<file path="src/rtl/pump_pkg.sv">
// Level-code types, injection modes and the volume quantizer shared by the pump
// controller and the tank plant emulator.
package pump_pkg;

  typedef logic [2:0] lvl_code_t;

  localparam lvl_code_t LVL_0       = 3'd0;
  localparam lvl_code_t LVL_25      = 3'd1;
  localparam lvl_code_t LVL_50      = 3'd2;
  localparam lvl_code_t LVL_75      = 3'd3;
  localparam lvl_code_t LVL_100     = 3'd4;
  localparam lvl_code_t LVL_INVALID = 3'd7;

  typedef enum logic [1:0] {
    INJ_NONE    = 2'b00,
    INJ_INVALID = 2'b01,
    INJ_STUCK   = 2'b10,
    INJ_CHATTER = 2'b11
  } inj_mode_t;

  // cap is a multiple of 4, so the quarter thresholds are exact
  function automatic lvl_code_t vol_to_code(input int unsigned v, input int unsigned cap);
    if (v == cap)                return LVL_100;
    else if (v >= (3 * cap) / 4) return LVL_75;
    else if (v >= cap / 2)       return LVL_50;
    else if (v >= cap / 4)       return LVL_25;
    else                         return LVL_0;
  endfunction

endpackage

</file>
<file path="src/rtl/tick_gen.sv">
// Free-running modulo-TICK_CYC counter; tick is high for the last count of each period.
// First tick appears TICK_CYC-1 clocks after reset release.
module tick_gen #(
  parameter int TICK_CYC = 4
) (
  input  logic clk,
  input  logic rst,
  output logic tick
);

  localparam int CW = (TICK_CYC > 2) ? $clog2(TICK_CYC) : 1;
  localparam logic [CW-1:0] LAST = CW'(TICK_CYC - 1);

  logic [CW-1:0] cnt;

  always_ff @(posedge clk or posedge rst) begin
    if (rst)              cnt <= '0;
    else if (cnt == LAST) cnt <= '0;
    else                  cnt <= cnt + CW'(1);
  end

  assign tick = (cnt == LAST);

endmodule

</file>
<file path="src/rtl/tank_plant_emulator.sv">
// Two-tank hydraulic plant: volumes update on the edge ending each tick cycle,
// level codes (with optional fault injection) follow one clock later.
module tank_plant_emulator
  import pump_pkg::*;
#(
  parameter  int CLK_HZ     = 25_000_000,
  parameter  int TICK_MS    = 100,
  parameter  int CAP_UNITS  = 400,
  parameter  int PUMP_RATE  = 5,
  parameter  int FILL_RATE  = 4,
  parameter  int DRAIN_RATE = 2,
  parameter  int INIT_INF   = 300,
  parameter  int INIT_SUP   = 100,
  localparam int VOL_W      = $clog2(CAP_UNITS + 1)
) (
  input  logic             clk,
  input  logic             rst,
  input  logic             pump_on,
  input  logic             solenoid_open,
  input  logic             drain_en,
  input  logic             freeze,
  input  logic [1:0]       inj_mode,
  output logic [2:0]       lvl_inf_code,
  output logic [2:0]       lvl_sup_code,
  output logic [VOL_W-1:0] vol_inf,
  output logic [VOL_W-1:0] vol_sup,
  output logic             tick,
  output logic             overflow_sup,
  output logic             dry_inf
);

  localparam int TICK_CYC = (CLK_HZ / 1000) * TICK_MS;

  typedef logic [VOL_W:0] ext_t;

  localparam ext_t CAP_E   = ext_t'(CAP_UNITS);
  localparam ext_t PUMP_E  = ext_t'(PUMP_RATE);
  localparam ext_t FILL_E  = ext_t'(FILL_RATE);
  localparam ext_t DRAIN_E = ext_t'(DRAIN_RATE);

  localparam lvl_code_t INIT_INF_CODE = vol_to_code(INIT_INF, CAP_UNITS);
  localparam lvl_code_t INIT_SUP_CODE = vol_to_code(INIT_SUP, CAP_UNITS);

  tick_gen #(.TICK_CYC(TICK_CYC)) u_tick_gen (
    .clk  (clk),
    .rst  (rst),
    .tick (tick)
  );

  ext_t             xfer, fill, inf_sum, sup_sum, sup_clamp, sup_fin;
  logic [VOL_W-1:0] inf_nxt, sup_nxt;
  logic             spill, starve;

  // One combined update: pump transfer, refill, spill clamp, then drain.
  always_comb begin
    xfer = '0;
    if (pump_on) xfer = (ext_t'(vol_inf) < PUMP_E) ? ext_t'(vol_inf) : PUMP_E;
    fill      = solenoid_open ? FILL_E : '0;
    inf_sum   = ext_t'(vol_inf) - xfer + fill;
    inf_nxt   = (inf_sum > CAP_E) ? CAP_E[VOL_W-1:0] : inf_sum[VOL_W-1:0];
    sup_sum   = ext_t'(vol_sup) + xfer;
    spill     = (sup_sum > CAP_E);
    sup_clamp = spill ? CAP_E : sup_sum;
    sup_fin   = sup_clamp;
    if (drain_en) sup_fin = (sup_clamp >= DRAIN_E) ? sup_clamp - DRAIN_E : '0;
    sup_nxt   = sup_fin[VOL_W-1:0];
    starve    = pump_on && (ext_t'(vol_inf) < PUMP_E);
  end

  always_ff @(posedge clk or posedge rst) begin
    if (rst) begin
      vol_inf      <= VOL_W'(INIT_INF);
      vol_sup      <= VOL_W'(INIT_SUP);
      overflow_sup <= 1'b0;
      dry_inf      <= 1'b0;
    end else begin
      overflow_sup <= 1'b0;
      dry_inf      <= 1'b0;
      if (tick && !freeze) begin
        vol_inf      <= inf_nxt;
        vol_sup      <= sup_nxt;
        overflow_sup <= spill;
        dry_inf      <= starve;
      end
    end
  end

  inj_mode_t mode;
  lvl_code_t true_inf, true_sup, inf_code_nxt, sup_code_nxt;
  logic      chat_ph;

  assign mode     = inj_mode_t'(inj_mode);
  assign true_inf = vol_to_code(32'(vol_inf), CAP_UNITS);
  assign true_sup = vol_to_code(32'(vol_sup), CAP_UNITS);

  // Stuck mode simply stops reloading the sup code register.
  always_comb begin
    inf_code_nxt = true_inf;
    sup_code_nxt = true_sup;
    case (mode)
      INJ_INVALID: inf_code_nxt = LVL_INVALID;
      INJ_CHATTER: inf_code_nxt = chat_ph ? (true_inf ^ 3'b001) : true_inf;
      INJ_STUCK:   sup_code_nxt = lvl_sup_code;
      default:     ;
    endcase
  end

  always_ff @(posedge clk or posedge rst) begin
    if (rst) begin
      lvl_inf_code <= INIT_INF_CODE;
      lvl_sup_code <= INIT_SUP_CODE;
      chat_ph      <= 1'b0;
    end else begin
      lvl_inf_code <= inf_code_nxt;
      lvl_sup_code <= sup_code_nxt;
      chat_ph      <= (mode == INJ_CHATTER) ? ~chat_ph : 1'b0;
    end
  end

endmodule

</file>
<file path="config.mk">
export PLATFORM = sky130hd
export DESIGN_NAME = tank_plant_emulator
export DESIGN_NICKNAME = d
export VERILOG_FILES = /design/src/rtl/pump_pkg.sv /design/src/rtl/tick_gen.sv /design/src/rtl/tank_plant_emulator.sv
export SDC_FILE = /design/constraint.sdc
export NUM_CORES = 1
export LEC_CHECK = 0
export CORE_ASPECT_RATIO = 0.5
export CORE_UTILIZATION = 30
export DETAILED_ROUTE_END_ITERATION = 7
export PLACE_DENSITY_LB_ADDON = 0.05
export SYNTH_ARGS = -nofsm -noshare
export SYNTH_HDL_FRONTEND = slang
export SYNTH_SLANG_ARGS = --single-unit
</file>
<file path="constraint.sdc">
create_clock -name clk -period 4.1 [get_ports clk]
set_input_delay 1.23 -clock clk [delete_from_list [all_inputs] [get_ports clk]]
set_output_delay 1.23 -clock clk [all_outputs]
set_load 0.02 [all_outputs]
</file>
-- Word-level counts from Yosys, hierarchy flattened
Index checks and enable logic that the tools add are counted.
W data, S select, Z words.
- logic and storage cells: 55
- latch bits: 0
- memories: 0
- output and inout port bits: 27
- input bits: 8
- memory bits (read-only): 0
- flip-flop bits (word level): 49
- memory bits (writable): 0
- multiplexer cells: 21
- div/mod/pow operators: 0
- $mul: 0
- add/sub/neg operators: 5
- bitwise operators: 2
- shifts and indexed selects: 0
- reduce and logical (&&, ||, !) cells: 3
- magnitude comparators: 10
- eq/ne operators: 6
- operators with widths (kind ; number):
    $mux W9 ; 5
    $add A22 B1 Y22 const B ; 1
    $eq A22 B22 Y1 const B ; 1
    $mux W22 ; 1
    $gt A10 B9 Y1 const B ; 2
    $eq A9 B9 Y1 const B ; 2
    $ge A9 B7 Y1 const B ; 2
    $ge A9 B8 Y1 const B ; 2
    $ge A9 B9 Y1 const B ; 2
    $add A10 B3 Y10 ; 1
    $add A9 B10 Y10 ; 1
    $ge A10 B2 Y1 const B ; 1
    $mux W10 ; 1
    $sub A9 B10 Y10 ; 1
    $lt A9 B3 Y1 const B ; 1
    $mux W3 ; 3
    $sub A9 B2 Y9 const B ; 1
    $mux W2 ; 4
    $mux W1 ; 6
    $pmux W3 S2 ; 1
    $eq A2 B2 Y1 const B ; 2
    $eq A2 B1 Y1 const B ; 1
    $logic_and A1 B1 Y1 ; 2
    $not A1 Y1 ; 2
    $logic_not A1 Y1 ; 1

-- Longest topological paths before layout
- depth after elaboration: 9
- depth in mapped cells: 18
- depth with buffers taken out: 18

-- By module
From an unflattened synthesis, not the netlist that was laid out.
- cell total of the unflattened synthesis: 377
- area total of the unflattened synthesis: 3569.7 µm²
- modules (own cells, without submodules) (module ; cells an instance ; area an instance (µm²) ; times used ; sequential area each (µm²)):
    tank_plant_emulator ; 276 ; 2509.9 ; 1 ; 688.2
    tick_gen ; 101 ; 1059.8 ; 1 ; 550.5

-- Least setup slack after synthesis
Ideal clock, no wire load.
- path kind: input port to flip-flop
- start: input port pump_on
- end: register vol_sup[7]
- arrival time: 4.191 ns
- library setup time: 0.120 ns
- path slack: -0.211 ns
- buffers on the path: 0
- data required time: 3.980 ns
- cell stages on the path: 16
- path through: a21boi_0 ha_1 inv_1 fa_1 nor2b_1 o31a_2 o32a_1 a21boi_4 a211oi_4 nor2b_2 nand2b_2 ha_1 and4b_1 o211a_1 o21ai_0 a31o_2
- word-level cells in the longest chain between the ends: 7
- elaborated cells between the ends (all ways): 8
- those cells by class: add/sub: 2; order compare: 2; mux: 4
- RTL lines (element ; line ; text):
    start, declared ; tank_plant_emulator.sv:18 ; input logic pump_on,
    $mux W9 * ; tank_plant_emulator.sv:57 ; if (pump_on) xfer = (ext_t'(vol_inf) < PUMP_E) ? ext_t'(vol_inf) : PUMP_E;
    $add A9 B10 Y10 * ; tank_plant_emulator.sv:61 ; sup_sum = ext_t'(vol_sup) + xfer;
    $gt A10 B9 Y1 ; tank_plant_emulator.sv:62 ; spill = (sup_sum > CAP_E);
    $mux W10 * ; tank_plant_emulator.sv:63 ; sup_clamp = spill ? CAP_E : sup_sum;
    $sub A9 B2 Y9 / $ge A10 B2 Y1 (equally long branches) ; tank_plant_emulator.sv:65 ; if (drain_en) sup_fin = (sup_clamp >= DRAIN_E) ? sup_clamp - DRAIN_E : '0;
    $mux W9 ; tank_plant_emulator.sv:65 ;
    $mux W9 * ; tank_plant_emulator.sv:65 ;
    end signal, assigned ; tank_plant_emulator.sv:73 ; vol_sup <= VOL_W'(INIT_SUP);
    end signal, assigned ; tank_plant_emulator.sv:81 ; vol_sup <= sup_nxt;
    end, declared ; tank_plant_emulator.sv:26 ; output logic [VOL_W-1:0] vol_sup,
Every way passes the cells marked *; elsewhere a longest branch is shown, timed or not.
A chain may end at the register's enable or synchronous reset.

-- Worst setup path after layout
- start: register vol_inf[4]
- end: register vol_sup[6]
- word-level cells in the longest chain between the ends: 9
- elaborated cells between the ends (all ways): 10
- those cells by class: add/sub: 2; order compare: 3; mux: 5
- RTL lines (element ; line ; text):
    start, declared ; tank_plant_emulator.sv:25 ; output logic [VOL_W-1:0] vol_inf,
    start signal, assigned ; tank_plant_emulator.sv:72 ; vol_inf <= VOL_W'(INIT_INF);
    start signal, assigned ; tank_plant_emulator.sv:80 ; vol_inf <= inf_nxt;
    $lt A9 B3 Y1 ; tank_plant_emulator.sv:57 ;
    $mux W9 * (2 in a row) ; tank_plant_emulator.sv:57 ;
    $add A9 B10 Y10 * ; tank_plant_emulator.sv:61 ;
    $gt A10 B9 Y1 ; tank_plant_emulator.sv:62 ;
    $mux W10 * ; tank_plant_emulator.sv:63 ;
    $sub A9 B2 Y9 / $ge A10 B2 Y1 (equally long branches) ; tank_plant_emulator.sv:65 ;
    $mux W9 ; tank_plant_emulator.sv:65 ;
    $mux W9 * ; tank_plant_emulator.sv:65 ;
Marks and branches as above.

==> results_dict.tcl <==
set metrics [dict create \
    drtIter0Drc 154 \
    final.setup.tns_ns 0 \
    synthToLayoutAreaGrowth_pct 36.9 \
    slew_violations 0 \
    synth.largest_area_cell "dfrtp_1" \
    cts_buffers 5 \
    fin_skew_ns 0.00834 \
    remaining_drc_errors 0 \
    synth_ff_type "dfrtp_1" \
    wire_per_inst_um 14.8 \
    slowest_stage "or3_4" \
    clock.fmax_mhz 255 \
    grtUsageTotal 0.163 \
    crit_chain "or3_4, nor4_4, nand4_1, inv_2, ha_4, a211oi_4, o211ai_1, nor4b_4, buf_4, buf_4, buf_4, buf_4, buf_4, buf_4, buf_4, buf_4, buf_4, buf_6, o211ai_1, a21o_1, a22o_1" \
    rows 27 \
    postCtsHoldBufs 0 \
    synth.top_cell.area_share 0.275 \
    finalSetupViolCount 0 \
    synth.top_cells.by_area "dfrtp_1 (27%), ha_1 (9.5%), dfstp_2 (7.4%)" \
    period_minus_slack_ns 3.92 \
    synthArstFlopShare 1.00 \
    syn_inst 361 \
    worstPathRequired_ns 4.33 \
    p_leak_nw 2.20 \
    final_cell_mix "buf_4 (59), dfrtp_1 (39), nor2_1 (33), clkdlybuf4s50_1 (33)" \
    cts_tree "done" \
    n_antenna_cell 0 \
    grt_start_max_net_pins 50 \
    core_sq_um 11200 \
    io_buffers 34 \
    layout_commonest_cell "buf_4" \
    yosys_warnings 0 \
    path_clk_slew_ns 0.07 \
    drive_gt1_frac 0.293 \
    wl_mm 9.28 \
    ys_types 84 \
    gp_congestion 0.849 \
    power_mw 1.06 \
    crit_path_end_kind "flop" \
    grt_pass1_vias 3187 \
    cp.arrival_ns 4.15 \
    io_pins 35 \
    max-slew-margin-rel 0.298 \
    cts-htree-levels 2 \
    hold_viol 0 \
    cp_max_fo 3 \
    die_h_um 79.0 \
    cp-start-kind "flop" \
    ys_seq_area_frac 0.349 \
    vias 3044 \
    antenna_found_initial 0 \
    path_class "reg -> reg" \
    ir_drop_uv 150 \
    die_area_sq_um 12300 \
    hpwlAfterDp_mm 6.96 \
    cap_violations 0 \
    grt_overflow 0 \
    chipWidth_um 156 \
    syn_area_per_cell_sq_um 9.84 \
    worstMarginPinSlew_ns 1.05 \
    timing.final.crit_share 0.957 \
    rsz0062_at_grt "yes" \
    synth_seq_cells 49 \
    dr.pass1.iters 4 \
    clockRootBuffer "clkbuf_16" \
    clock_path_buffers 2 \
    ant_nets 0 \
    status "complete, no violations" \
    via_per_inst 4.86 \
    p_per_area_nw_per_um2 218 \
    synthesis.area_sq_um 3550 \
    nets 504 \
    clock_sinks 49 \
    cp_common_cell "buf_4" \
    start_util 0.316 \
    slowest_delay_ns 0.42 \
    clk_latency_ns 0.29 \
    synth_edf_count 0 \
    grt_pass1_wl_mm 15.6 \
    hold_class "reg -> reg" \
]
## through the flow
step	cell area, sq um	hold slack (ns)	cells	setup WS [ns]	utilization
final	4860	0.456	626	0.176	0.432
after global routing	4860	0.490	626	-0.0201	0.432
after CTS	4770	0.462	625	-0.00172	0.424
after global placement	4460	0.445	604	-0.481	0.397
after floorplan	3630	0.433	371	-0.0325	-
after detailed placement	4460	0.453	604	-0.577	0.397
## kinds of logic (layout without fill, tap and decap cells)
logic type               after synthesis  in the layout  share of synthesized area
other                                  2             12                    0.00211
XOR/XNOR                              27             27                     0.0687
adder cells (fa/ha/maj)               32             32                      0.118
flip-flops                            49             49                      0.349
AO/OA/AOI/OAI                         92             92                      0.213
AND/OR/NAND/NOR                      136            136                      0.215
buffers and inverters                 22            118                     0.0324
multiplexers                           1              1                    0.00282
## cells in the mapped netlist, types with 7 or more instances
cell type / number
xor2_1: 9
nand3_1: 11
nor2_1: 34
xnor2_1: 17
and3_1: 7
and2_1: 8
a22o_1: 7
nand2_1: 23
inv_1: 16
a21oi_1: 13
dfrtp_1: 39
a21o_1: 7
o21ai_0: 11
dfstp_2: 10
nand4_1: 8
ha_1: 27
## sequential cells by signal (all words and copies together), names as in the netlist
register / cells
vol_sup: 9
u_tick_gen.cnt: 22
vol_inf: 9
lvl_sup_code: 3
chat_ph: 1
overflow_sup: 1
dry_inf: 1
lvl_inf_code: 3
## layout make-up
type                       count  area [sq um]
multi-input combinational    300          2440
clock inverter                 1          5.00
clock buffer                   7           133
timing repair buffer          94           790
inverter                      16          60.1
sequential                    49          1240
tap                          159           199
fill                        1100          6390
## worst max-delay path, delay by kind of cell (launching register included)
kind                       cells  cell delay, ns
and+or+nand+nor                4            1.09
buffers and inverters         11            1.32
adders and majority gates      1            0.21
AOI/OAI and AO/OA              5            0.84
DFF                            1            0.37
## path summary, 6_finish.rpt
path                                             start                            to  slack, ns  depth (start not counted)
max                             vol_inf[4]$_DFFE_PP0P_        vol_sup[6]$_DFFE_PP1P_       0.18                         21
min                        u_tick_gen.cnt[0]$_DFF_PP0_   u_tick_gen.cnt[0]$_DFF_PP0_       0.46                          1
max reg2reg                     vol_inf[4]$_DFFE_PP0P_        vol_sup[6]$_DFFE_PP1P_       0.18                         21
min reg2reg                u_tick_gen.cnt[0]$_DFF_PP0_   u_tick_gen.cnt[0]$_DFF_PP0_       0.46                          1
max in group asynchronous                          rst        vol_inf[1]$_DFFE_PP0P_       1.94                          2
min in group asynchronous                          rst  u_tick_gen.cnt[12]$_DFF_PP0_       1.52                          2
## metal layers
| metal | up-vias | wire (um) | GRT usage | share of wire |
|---|---|---|---|---|
| li1 | 1521 | - | - | - |
| met1 | 1486 | 4300 | 0.201 | 0.46 |
| met2 | 27 | 4630 | 0.291 | 0.50 |
| met3 | 10 | 226 | 0.0289 | 0.024 |
| met4 | 0 | 115 | 0.0500 | 0.012 |
| met5 | - | 0 | 0 | 0 |
## where the power goes
| part | total [mW] | internal [mW] | leakage [nW] | switching (mW) |
|---|---|---|---|---|
| registers | 0.489 | 0.487 | 0.626 | 0.00120 |
| logic | 0.175 | 0.0912 | 1.50 | 0.0838 |
| clock network | 0.398 | 0.226 | 0.0679 | 0.173 |
| total | 1.06 | 0.804 | 2.20 | 0.258 |
## what timing repair did
action | in CTS | in global routing
resized for setup | 14 | 20
setup buffers | 13 | 2
setup endpoints to repair | 12 | 13
pin swaps | 9 | 21
(Power assumes the default switching activity.)
